$ cat config.mk
export PLATFORM = sky130hd
export DESIGN_NAME = obi_master_be_flat
export DESIGN_NICKNAME = d
export VERILOG_FILES = /design/src/rtl/obi_master_be_if.sv /design/src/rtl/obi_master_be.sv /design/src/flat_wrapper.sv
export SDC_FILE = /design/constraint.sdc
export NUM_CORES = 1
export LEC_CHECK = 0
export ABC_AREA = 1
export CAP_MARGIN = 30
export CORE_MARGIN = 3
export CORE_UTILIZATION = 45
export DETAILED_ROUTE_END_ITERATION = 6
export PLACE_DENSITY_LB_ADDON = 0.05
export SYNTH_ARGS = -nofsm -noshare
export SYNTH_HDL_FRONTEND = slang
export SYNTH_SLANG_ARGS = --single-unit
$ cat constraint.sdc
create_clock -name clk_i -period 2.2 [get_ports clk_i]
set_input_delay 0.44 -clock clk_i [delete_from_list [all_inputs] [get_ports clk_i]]
set_output_delay 0.44 -clock clk_i [all_outputs]
set_load 0.005 [all_outputs]
$ cat src/rtl/obi_master_be_if.sv
// obi_master_be_if - bundles the core-side command/response channel and the
// OBI A/R channels of the byte-enabled OBI manager.
//   master : view of the manager (obi_master_be) - consumes commands, emits
//            responses, drives OBI requests, consumes OBI responses.
//   slave  : view of the environment (controller + OBI subordinate).
// Signal names keep the manager's point of view (_i = into the manager).
interface obi_master_be_if #(
  parameter int ADDR_WIDTH = 32,
  parameter int DATA_WIDTH = 32
);
  // command channel
  logic                    cmd_valid_i;
  logic                    cmd_ready_o;
  logic [ADDR_WIDTH-1:0]   cmd_addr_i;
  logic                    cmd_we_i;
  logic [1:0]              cmd_size_i;
  logic                    cmd_unsigned_i;
  logic [DATA_WIDTH-1:0]   cmd_wdata_i;
  // response channel
  logic                    rsp_valid_o;
  logic                    rsp_ready_i;
  logic [DATA_WIDTH-1:0]   rsp_rdata_o;
  logic                    rsp_err_o;
  logic                    rsp_misaligned_o;
  // OBI A channel
  logic                    obi_req_o;
  logic                    obi_gnt_i;
  logic [ADDR_WIDTH-1:0]   obi_addr_o;
  logic                    obi_we_o;
  logic [DATA_WIDTH/8-1:0] obi_be_o;
  logic [DATA_WIDTH-1:0]   obi_wdata_o;
  // OBI R channel
  logic                    obi_rvalid_i;
  logic                    obi_rready_o;
  logic [DATA_WIDTH-1:0]   obi_rdata_i;
  logic                    obi_err_i;

  modport master (
    input  cmd_valid_i, cmd_addr_i, cmd_we_i, cmd_size_i, cmd_unsigned_i,
           cmd_wdata_i, rsp_ready_i, obi_gnt_i, obi_rvalid_i, obi_rdata_i,
           obi_err_i,
    output cmd_ready_o, rsp_valid_o, rsp_rdata_o, rsp_err_o, rsp_misaligned_o,
           obi_req_o, obi_addr_o, obi_we_o, obi_be_o, obi_wdata_o,
           obi_rready_o
  );

  modport slave (
    output cmd_valid_i, cmd_addr_i, cmd_we_i, cmd_size_i, cmd_unsigned_i,
           cmd_wdata_i, rsp_ready_i, obi_gnt_i, obi_rvalid_i, obi_rdata_i,
           obi_err_i,
    input  cmd_ready_o, rsp_valid_o, rsp_rdata_o, rsp_err_o, rsp_misaligned_o,
           obi_req_o, obi_addr_o, obi_we_o, obi_be_o, obi_wdata_o,
           obi_rready_o
  );
endinterface

$ cat src/rtl/obi_master_be.sv
// obi_master_be - byte-enabled OBI manager, one outstanding transaction.
// Accepts single load/store commands, issues an OBI A-channel request with
// byte enables and lane-replicated write data, then extracts and sign/zero
// extends the R-channel read data. Misaligned commands are answered locally
// with err=1, misaligned=1 and never reach the bus.
// Ports:
//   clk_i    - clock, rising edge
//   reset_i  - synchronous, active-high reset
//   bus      - obi_master_be_if.master (command, response, OBI A/R channels)
// Only DATA_WIDTH = 32 (four byte lanes) is supported.

// One byte lane: its byte-enable bit and its slice of the replicated
// write data, for the registered size / address offset.
module obi_be_lane #(
  parameter logic [1:0] LANE = 2'd0
) (
  input  logic [1:0] size_i,
  input  logic [1:0] a_i,
  input  logic [7:0] byte_i,       // wdata[7:0]
  input  logic [7:0] half_byte_i,  // wdata byte this lane takes in a half store
  input  logic [7:0] word_byte_i,  // wdata byte this lane takes in a word store
  output logic       be_o,
  output logic [7:0] wbyte_o
);
  always_comb begin
    be_o    = 1'b0;
    wbyte_o = word_byte_i;
    case (size_i)
      2'b00: begin
        be_o    = (a_i == LANE);
        wbyte_o = byte_i;
      end
      2'b01: begin
        // aligned half: a[1] picks the lower or upper lane pair
        be_o    = (a_i[1] == LANE[1]);
        wbyte_o = half_byte_i;
      end
      2'b10: begin
        be_o    = 1'b1;
        wbyte_o = word_byte_i;
      end
      default: begin
        // reserved size is rejected before REQ, so nothing is enabled
        be_o    = 1'b0;
        wbyte_o = word_byte_i;
      end
    endcase
  end
endmodule

module obi_master_be #(
  parameter int ADDR_WIDTH = 32,
  parameter int DATA_WIDTH = 32
) (
  input  logic         clk_i,
  input  logic         reset_i,
  obi_master_be_if.master bus
);
  localparam int NUM_LANES = DATA_WIDTH / 8;

  typedef enum logic [1:0] {IDLE, REQ, WAIT, RSP} state_e;

  typedef struct packed {
    logic [ADDR_WIDTH-1:0] addr;
    logic                  we;
    logic [1:0]            size;
    logic                  uns;
    logic [DATA_WIDTH-1:0] wdata;
  } cmd_t;

  typedef struct packed {
    logic                  err;
    logic                  misaligned;
    logic [DATA_WIDTH-1:0] rdata;
  } rsp_t;

  state_e state_q, state_d;
  cmd_t   cmd_q;
  rsp_t   rsp_q;

  logic cmd_ready, cmd_fire, misaligned;
  logic req, rready, rsp_valid;

  logic [1:0]                  a;
  logic [NUM_LANES-1:0]        be;
  logic [NUM_LANES-1:0][7:0]   wdata_rep;
  logic [DATA_WIDTH-1:0]       wdata_flat;
  logic [7:0]                  rd_byte;
  logic [15:0]                 rd_half;
  logic [DATA_WIDTH-1:0]       rdata_ext;

  // ---------------------------------------------------------------------------
  // Command acceptance and local alignment check
  // ---------------------------------------------------------------------------
  assign cmd_fire = bus.cmd_valid_i && cmd_ready;

  always_comb begin
    misaligned = 1'b0;
    case (bus.cmd_size_i)
      2'b00:   misaligned = 1'b0;
      2'b01:   misaligned = bus.cmd_addr_i[0];
      2'b10:   misaligned = (bus.cmd_addr_i[1:0] != 2'b00);
      default: misaligned = 1'b1;
    endcase
  end

  // ---------------------------------------------------------------------------
  // FSM
  // ---------------------------------------------------------------------------
  always_ff @(posedge clk_i) begin
    if (reset_i) state_q <= IDLE;
    else         state_q <= state_d;
  end

  always_comb begin
    state_d   = state_q;
    // cmd_ready stays low while reset is held so nothing is accepted then
    cmd_ready = 1'b0;
    req       = 1'b0;
    rready    = 1'b0;
    rsp_valid = 1'b0;
    case (state_q)
      IDLE: begin
        cmd_ready = !reset_i;
        if (cmd_fire) state_d = misaligned ? RSP : REQ;
      end
      REQ: begin
        req = 1'b1;
        if (bus.obi_gnt_i) state_d = WAIT;
      end
      WAIT: begin
        rready = 1'b1;
        if (bus.obi_rvalid_i) state_d = RSP;
      end
      RSP: begin
        rsp_valid = 1'b1;
        if (bus.rsp_ready_i) state_d = IDLE;
      end
      default: state_d = IDLE;
    endcase
  end

  // ---------------------------------------------------------------------------
  // Command / response registers
  // ---------------------------------------------------------------------------
  always_ff @(posedge clk_i) begin
    if (reset_i) begin
      cmd_q <= '0;
      rsp_q <= '0;
    end else begin
      if (cmd_fire) begin
        cmd_q.addr  <= bus.cmd_addr_i;
        cmd_q.we    <= bus.cmd_we_i;
        cmd_q.size  <= bus.cmd_size_i;
        cmd_q.uns   <= bus.cmd_unsigned_i;
        cmd_q.wdata <= bus.cmd_wdata_i;
        // a misaligned command is answered straight from here
        rsp_q.err        <= misaligned;
        rsp_q.misaligned <= misaligned;
        rsp_q.rdata      <= '0;
      end
      if (rready && bus.obi_rvalid_i) begin
        rsp_q.err        <= bus.obi_err_i;
        rsp_q.misaligned <= 1'b0;
        rsp_q.rdata      <= (bus.obi_err_i || cmd_q.we) ? '0 : rdata_ext;
      end
    end
  end

  // ---------------------------------------------------------------------------
  // Per-lane byte enables and replicated write data
  // ---------------------------------------------------------------------------
  assign a = cmd_q.addr[1:0];

  for (genvar l = 0; l < NUM_LANES; l++) begin : g_lane
    obi_be_lane #(.LANE(2'(l))) u_lane (
      .size_i      (cmd_q.size),
      .a_i         (a),
      .byte_i      (cmd_q.wdata[7:0]),
      .half_byte_i (cmd_q.wdata[8*(l%2) +: 8]),
      .word_byte_i (cmd_q.wdata[8*l +: 8]),
      .be_o        (be[l]),
      .wbyte_o     (wdata_rep[l])
    );
  end

  assign wdata_flat = wdata_rep;

  // ---------------------------------------------------------------------------
  // Read data extraction and extension
  // ---------------------------------------------------------------------------
  assign rd_byte = bus.obi_rdata_i[{a, 3'b000} +: 8];
  assign rd_half = bus.obi_rdata_i[{a[1], 4'b0000} +: 16];

  always_comb begin
    rdata_ext = bus.obi_rdata_i;
    case (cmd_q.size)
      2'b00: rdata_ext = cmd_q.uns ? {{(DATA_WIDTH-8){1'b0}}, rd_byte}
                                   : {{(DATA_WIDTH-8){rd_byte[7]}}, rd_byte};
      2'b01: rdata_ext = cmd_q.uns ? {{(DATA_WIDTH-16){1'b0}}, rd_half}
                                   : {{(DATA_WIDTH-16){rd_half[15]}}, rd_half};
      default: rdata_ext = bus.obi_rdata_i;
    endcase
  end

  // ---------------------------------------------------------------------------
  // Outputs: A channel only carries data while requesting, response fields
  // only while valid, so everything idles at zero otherwise.
  // ---------------------------------------------------------------------------
  assign bus.cmd_ready_o      = cmd_ready;
  assign bus.obi_req_o        = req;
  assign bus.obi_addr_o       = req ? {cmd_q.addr[ADDR_WIDTH-1:2], 2'b00} : '0;
  assign bus.obi_we_o         = req && cmd_q.we;
  assign bus.obi_be_o         = req ? be : '0;
  assign bus.obi_wdata_o      = req ? wdata_flat : '0;
  assign bus.obi_rready_o     = rready;
  assign bus.rsp_valid_o      = rsp_valid;
  assign bus.rsp_rdata_o      = rsp_valid ? rsp_q.rdata : '0;
  assign bus.rsp_err_o        = rsp_valid && rsp_q.err;
  assign bus.rsp_misaligned_o = rsp_valid && rsp_q.misaligned;
endmodule

$ cat src/flat_wrapper.sv
// flat-port wrapper written by rule: the top's interface ports become plain ports
module obi_master_be_flat 
#(
  parameter int ADDR_WIDTH = 32,
  parameter int DATA_WIDTH = 32
)
  (clk_i, reset_i, bus_cmd_valid_i, bus_cmd_addr_i, bus_cmd_we_i, bus_cmd_size_i, bus_cmd_unsigned_i, bus_cmd_wdata_i, bus_rsp_ready_i, bus_obi_gnt_i, bus_obi_rvalid_i, bus_obi_rdata_i, bus_obi_err_i, bus_cmd_ready_o, bus_rsp_valid_o, bus_rsp_rdata_o, bus_rsp_err_o, bus_rsp_misaligned_o, bus_obi_req_o, bus_obi_addr_o, bus_obi_we_o, bus_obi_be_o, bus_obi_wdata_o, bus_obi_rready_o);
  obi_master_be_if #(.ADDR_WIDTH(ADDR_WIDTH), .DATA_WIDTH(DATA_WIDTH)) bus_i ();
  input  logic clk_i;
  input  logic reset_i;
  input wire logic [$bits(bus_i.cmd_valid_i)-1:0] bus_cmd_valid_i;
  input wire logic [$bits(bus_i.cmd_addr_i)-1:0] bus_cmd_addr_i;
  input wire logic [$bits(bus_i.cmd_we_i)-1:0] bus_cmd_we_i;
  input wire logic [$bits(bus_i.cmd_size_i)-1:0] bus_cmd_size_i;
  input wire logic [$bits(bus_i.cmd_unsigned_i)-1:0] bus_cmd_unsigned_i;
  input wire logic [$bits(bus_i.cmd_wdata_i)-1:0] bus_cmd_wdata_i;
  input wire logic [$bits(bus_i.rsp_ready_i)-1:0] bus_rsp_ready_i;
  input wire logic [$bits(bus_i.obi_gnt_i)-1:0] bus_obi_gnt_i;
  input wire logic [$bits(bus_i.obi_rvalid_i)-1:0] bus_obi_rvalid_i;
  input wire logic [$bits(bus_i.obi_rdata_i)-1:0] bus_obi_rdata_i;
  input wire logic [$bits(bus_i.obi_err_i)-1:0] bus_obi_err_i;
  output wire logic [$bits(bus_i.cmd_ready_o)-1:0] bus_cmd_ready_o;
  output wire logic [$bits(bus_i.rsp_valid_o)-1:0] bus_rsp_valid_o;
  output wire logic [$bits(bus_i.rsp_rdata_o)-1:0] bus_rsp_rdata_o;
  output wire logic [$bits(bus_i.rsp_err_o)-1:0] bus_rsp_err_o;
  output wire logic [$bits(bus_i.rsp_misaligned_o)-1:0] bus_rsp_misaligned_o;
  output wire logic [$bits(bus_i.obi_req_o)-1:0] bus_obi_req_o;
  output wire logic [$bits(bus_i.obi_addr_o)-1:0] bus_obi_addr_o;
  output wire logic [$bits(bus_i.obi_we_o)-1:0] bus_obi_we_o;
  output wire logic [$bits(bus_i.obi_be_o)-1:0] bus_obi_be_o;
  output wire logic [$bits(bus_i.obi_wdata_o)-1:0] bus_obi_wdata_o;
  output wire logic [$bits(bus_i.obi_rready_o)-1:0] bus_obi_rready_o;
  assign bus_i.cmd_valid_i = bus_cmd_valid_i;
  assign bus_i.cmd_addr_i = bus_cmd_addr_i;
  assign bus_i.cmd_we_i = bus_cmd_we_i;
  assign bus_i.cmd_size_i = bus_cmd_size_i;
  assign bus_i.cmd_unsigned_i = bus_cmd_unsigned_i;
  assign bus_i.cmd_wdata_i = bus_cmd_wdata_i;
  assign bus_i.rsp_ready_i = bus_rsp_ready_i;
  assign bus_i.obi_gnt_i = bus_obi_gnt_i;
  assign bus_i.obi_rvalid_i = bus_obi_rvalid_i;
  assign bus_i.obi_rdata_i = bus_obi_rdata_i;
  assign bus_i.obi_err_i = bus_obi_err_i;
  assign bus_cmd_ready_o = bus_i.cmd_ready_o;
  assign bus_rsp_valid_o = bus_i.rsp_valid_o;
  assign bus_rsp_rdata_o = bus_i.rsp_rdata_o;
  assign bus_rsp_err_o = bus_i.rsp_err_o;
  assign bus_rsp_misaligned_o = bus_i.rsp_misaligned_o;
  assign bus_obi_req_o = bus_i.obi_req_o;
  assign bus_obi_addr_o = bus_i.obi_addr_o;
  assign bus_obi_we_o = bus_i.obi_we_o;
  assign bus_obi_be_o = bus_i.obi_be_o;
  assign bus_obi_wdata_o = bus_i.obi_wdata_o;
  assign bus_obi_rready_o = bus_i.obi_rready_o;
  obi_master_be #(.ADDR_WIDTH(ADDR_WIDTH), .DATA_WIDTH(DATA_WIDTH)) u_core (.clk_i(clk_i), .reset_i(reset_i), .bus(bus_i));
endmodule
==> impl_metrics.yaml <==
power_and_ir_drop:
  p_leak_nw: 5.88
  p_per_area_nw_per_um2: 778
  peakVddDrop_v: 0.000536
logic_synthesis:
  synth_flop_cell: "dfxtp_1"
  synth_top_area_cell: "dfxtp_1"
  synthCells: 929
  synth.distinct_cells: 29
  yosys-top-cells-area: "dfxtp_1 36%, nand2_1 23%, inv_1 8.0%"
  yosys_warnings: 0
  netlist_area_um2: 5710
  netlist.area_leader.share_pct: 36.5
  yosysSeqAreaShare_pct: 36.5
  ys_seq_elements: 104
  synthTopCellsByCount: "355 x nand2_1, 122 x inv_1, 104 x dfxtp_1"
  synth_edf_count: 0
  post-synth-top-count-cell: "nand2_1"
  async_reset_ff_share_pct: 0
  synth.avg_cell_area_um2: 6.15
routing:
  met2_length_um: 9980
  firstDrtPassIters: 5
  drt-total-wl_um: 20300
  ant_nets: 0
  routed_via_density: 5.00
  drt-met1-wl_um: 8390
  wl_per_cell_um: 15.1
  drc: 0
  drt_iter0_drc: 659
  wl_met3_um: 1570
  top_layer: "met4"
  dr_total_vias: 6727
layout:
  drive_above_1_share_pct: 13.6
  syn2layout_area_growth_pct: 60.6
  stdcell_area_um2: 9170
  final_nets: 1284
  diodes: 0
cts:
  cts.htree.levels: 3
  path_clk_slew_ns: 0.07
  clkLatencyLatePin_ns: 0.35
  cts_buffer_depth: 2
  cts_tree: "built"
  numCtsBuffers: 9
  clkSinkCount: 104
  cts_hold_buf: 0
  root_buffer: "clkbuf_16"
place:
  dp_hpwl_um: 12800
  numPortBuffers: 211
  place_area_um2: 8030
  gp_congestion: 0.913
die:
  fp.coreArea_um2: 12200
  initial_core_util_pct: 46.8
  die_x_um: 119
  dieArea_um2: 14100
  die_h_um: 119
  rows: 40
  io_pins: 214
timing:
  whs_ns: 0.462
  max_freq_mhz: 431
  final_max_slew_viol_count: 0
  rsz0062_at_grt: "yes"
  period_needed_ns: 2.32
  tns_ns: -0.602
  fin_crit_sh_pct: 105
  clock_skew_ns: 0.00726
  finalHoldViolations: 0
  finalSetupViolCount: 6
  worst_slack_ns: -0.121
worst_setup_path:
  critPathKind: "flip-flop to output port"
  critPathCaptureType: "output port"
  reg2regPathDepth: 11
  rr_startpoint: "u_core.state_q[1]$_SDFFE_PP0P_"
  worstPathMaxFanout: 8
  r2r-end: "u_core.state_q[1]$_SDFFE_PP0P_"
  required_ns: 1.76
  critical_path.startpoint_type: "flip-flop"
  ff2ff_setup_slack_ns: 0.32
  crit_arrival_ns: 1.88
outcome:
  violations: "setup timing"
  status: "finished with violations"
global_route:
  antenna_found_initial: 0
  grt_first_pass_wirelength_um: 29400
  grt_max_degree: 55
  gr-usage-all-layers_pct: 25.4
  gr-total-overflow: 0
  grt_pass1_vias: 5945
flow_run:
  drv_cap: 0
worst_hold_path:
  hp-start: "u_core.cmd_q[23]$_SDFFE_PP0P_"
  worstHoldPathCells: 2
  min_to: "u_core.cmd_q[23]$_SDFFE_PP0P_"
  hp-class: "flip-flop to flip-flop"
[worst max-delay path, cell delays in order (launching register included)]
cell	delay, ns
dfxtp_4	0.38
inv_4	0.04
ha_4	0.23
buf_6	0.14
clkbuf_16	0.14
buf_4	0.13
buf_4	0.13
buf_4	0.12
nand2_1	0.05
inv_1	0.03
dlymetal6s2s_1	0.14
[routing by layer]
layer	up-vias	GRT usage, %
li1	3334	-
met1	3086	32.0
met2	278	42.9
met3	29	6.84
met4	0	6.73
met5	-	0
[cell families after synthesis]
logic type      after synthesis  synth area share (%)
compound gates              137                  12.9
flops                       104                  36.5
fa+ha+maj                     5                  1.10
simple gates                490                  35.6
buf+inv                     192                  13.9
other cells                   1                0.0657
[final cells by class]
class,instances,area (µm²)
Clock buffer,10,229
Clock inverter,6,52.6
Fill cell,1025,3040
Inverter,132,518
Multi-Input combinational cell,634,2890
Sequential cell,104,2090
Tap cell,168,210
Timing Repair Buffer,291,3170
[through the flow]
stage,worst slack [ns],instances,power (mW),utilization (%)
final,-0.121,1345,7.14,75.1
after global routing,-0.218,1345,7.52,75.1
after CTS,-0.163,1297,6.53,69.1
after detailed placement,0.0642,1274,4.84,65.7
after global placement,0.110,1274,4.81,65.7
after floorplan,0.445,930,3.80,-
[worst max path at each step]
stage | from | cells past startpoint | end
after CTS | u_core.cmd_q[34]$_SDFFE_PP0P_ | 7 | bus_obi_be_o[0]
final | u_core.state_q[1]$_SDFFE_PP0P_ | 10 | bus_obi_addr_o[25]
after global placement | u_core.state_q[1]$_SDFFE_PP0P_ | 6 | bus_obi_wdata_o[23]
after detailed placement | u_core.state_q[1]$_SDFFE_PP0P_ | 6 | bus_obi_wdata_o[23]
after global routing | u_core.cmd_q[34]$_SDFFE_PP0P_ | 7 | bus_obi_wdata_o[25]
after floorplan | u_core.state_q[1]$_SDFFE_PP0P_ | 6 | bus_obi_addr_o[21]
[sequential cells by signal (all words and copies together), names as in the netlist]
| register | flops |
|---|---|
| u_core.state_q | 2 |
| u_core.a | 2 |
| u_core.rsp_q | 34 |
| u_core.cmd_q | 66 |
[repair_timing]
| action | 4_1_cts | 5_1_grt |
|---|---|---|
| setup endpoints to repair | 101 | 72 |
| pin swaps | 3 | 3 |
| buffers inserted | 5 | 39 |
| gates resized for setup | 43 | 111 |
| cloned | 2 | 9 |
[power by group]
| group | switching (mW) | total (mW) | internal [mW] |
|---|---|---|---|
| registers | 0.195 | 2.38 | 2.19 |
| logic | 1.69 | 3.21 | 1.52 |
| clock network | 0.757 | 1.54 | 0.785 |
| total | 2.65 | 7.14 | 4.49 |
[placed cells by master (no fill, tap or decap), types with 2 or more instances in the layout]
master,synthesis,routed
ha_1,5,3
buf_6,2,3
nand3_4,3,3
clkdlybuf4s50_1,0,111
a21oi_2,10,11
conb_1,1,2
dlygate4sd2_1,0,17
buf_4,4,57
clkdlybuf4s15_1,0,2
inv_4,0,4
nand2_2,14,16
dfxtp_1,104,100
clkbuf_16,0,17
ha_4,0,2
a31oi_1,3,3
nand2_1,355,353
buf_16,0,2
dlymetal6s2s_1,0,76
dfxtp_4,0,2
dfxtp_2,0,2
o21ai_1,2,9
nor2_4,1,2
o21ai_0,56,48
a21oi_1,62,61
nand3_1,74,74
inv_2,10,8
buf_12,0,10
clkbuf_2,0,4
clkinv_4,0,2
clkinvlp_4,0,2
nor2_1,38,33
nor2_2,3,7
inv_1,122,119
Power figures use the tool's default switching activity.
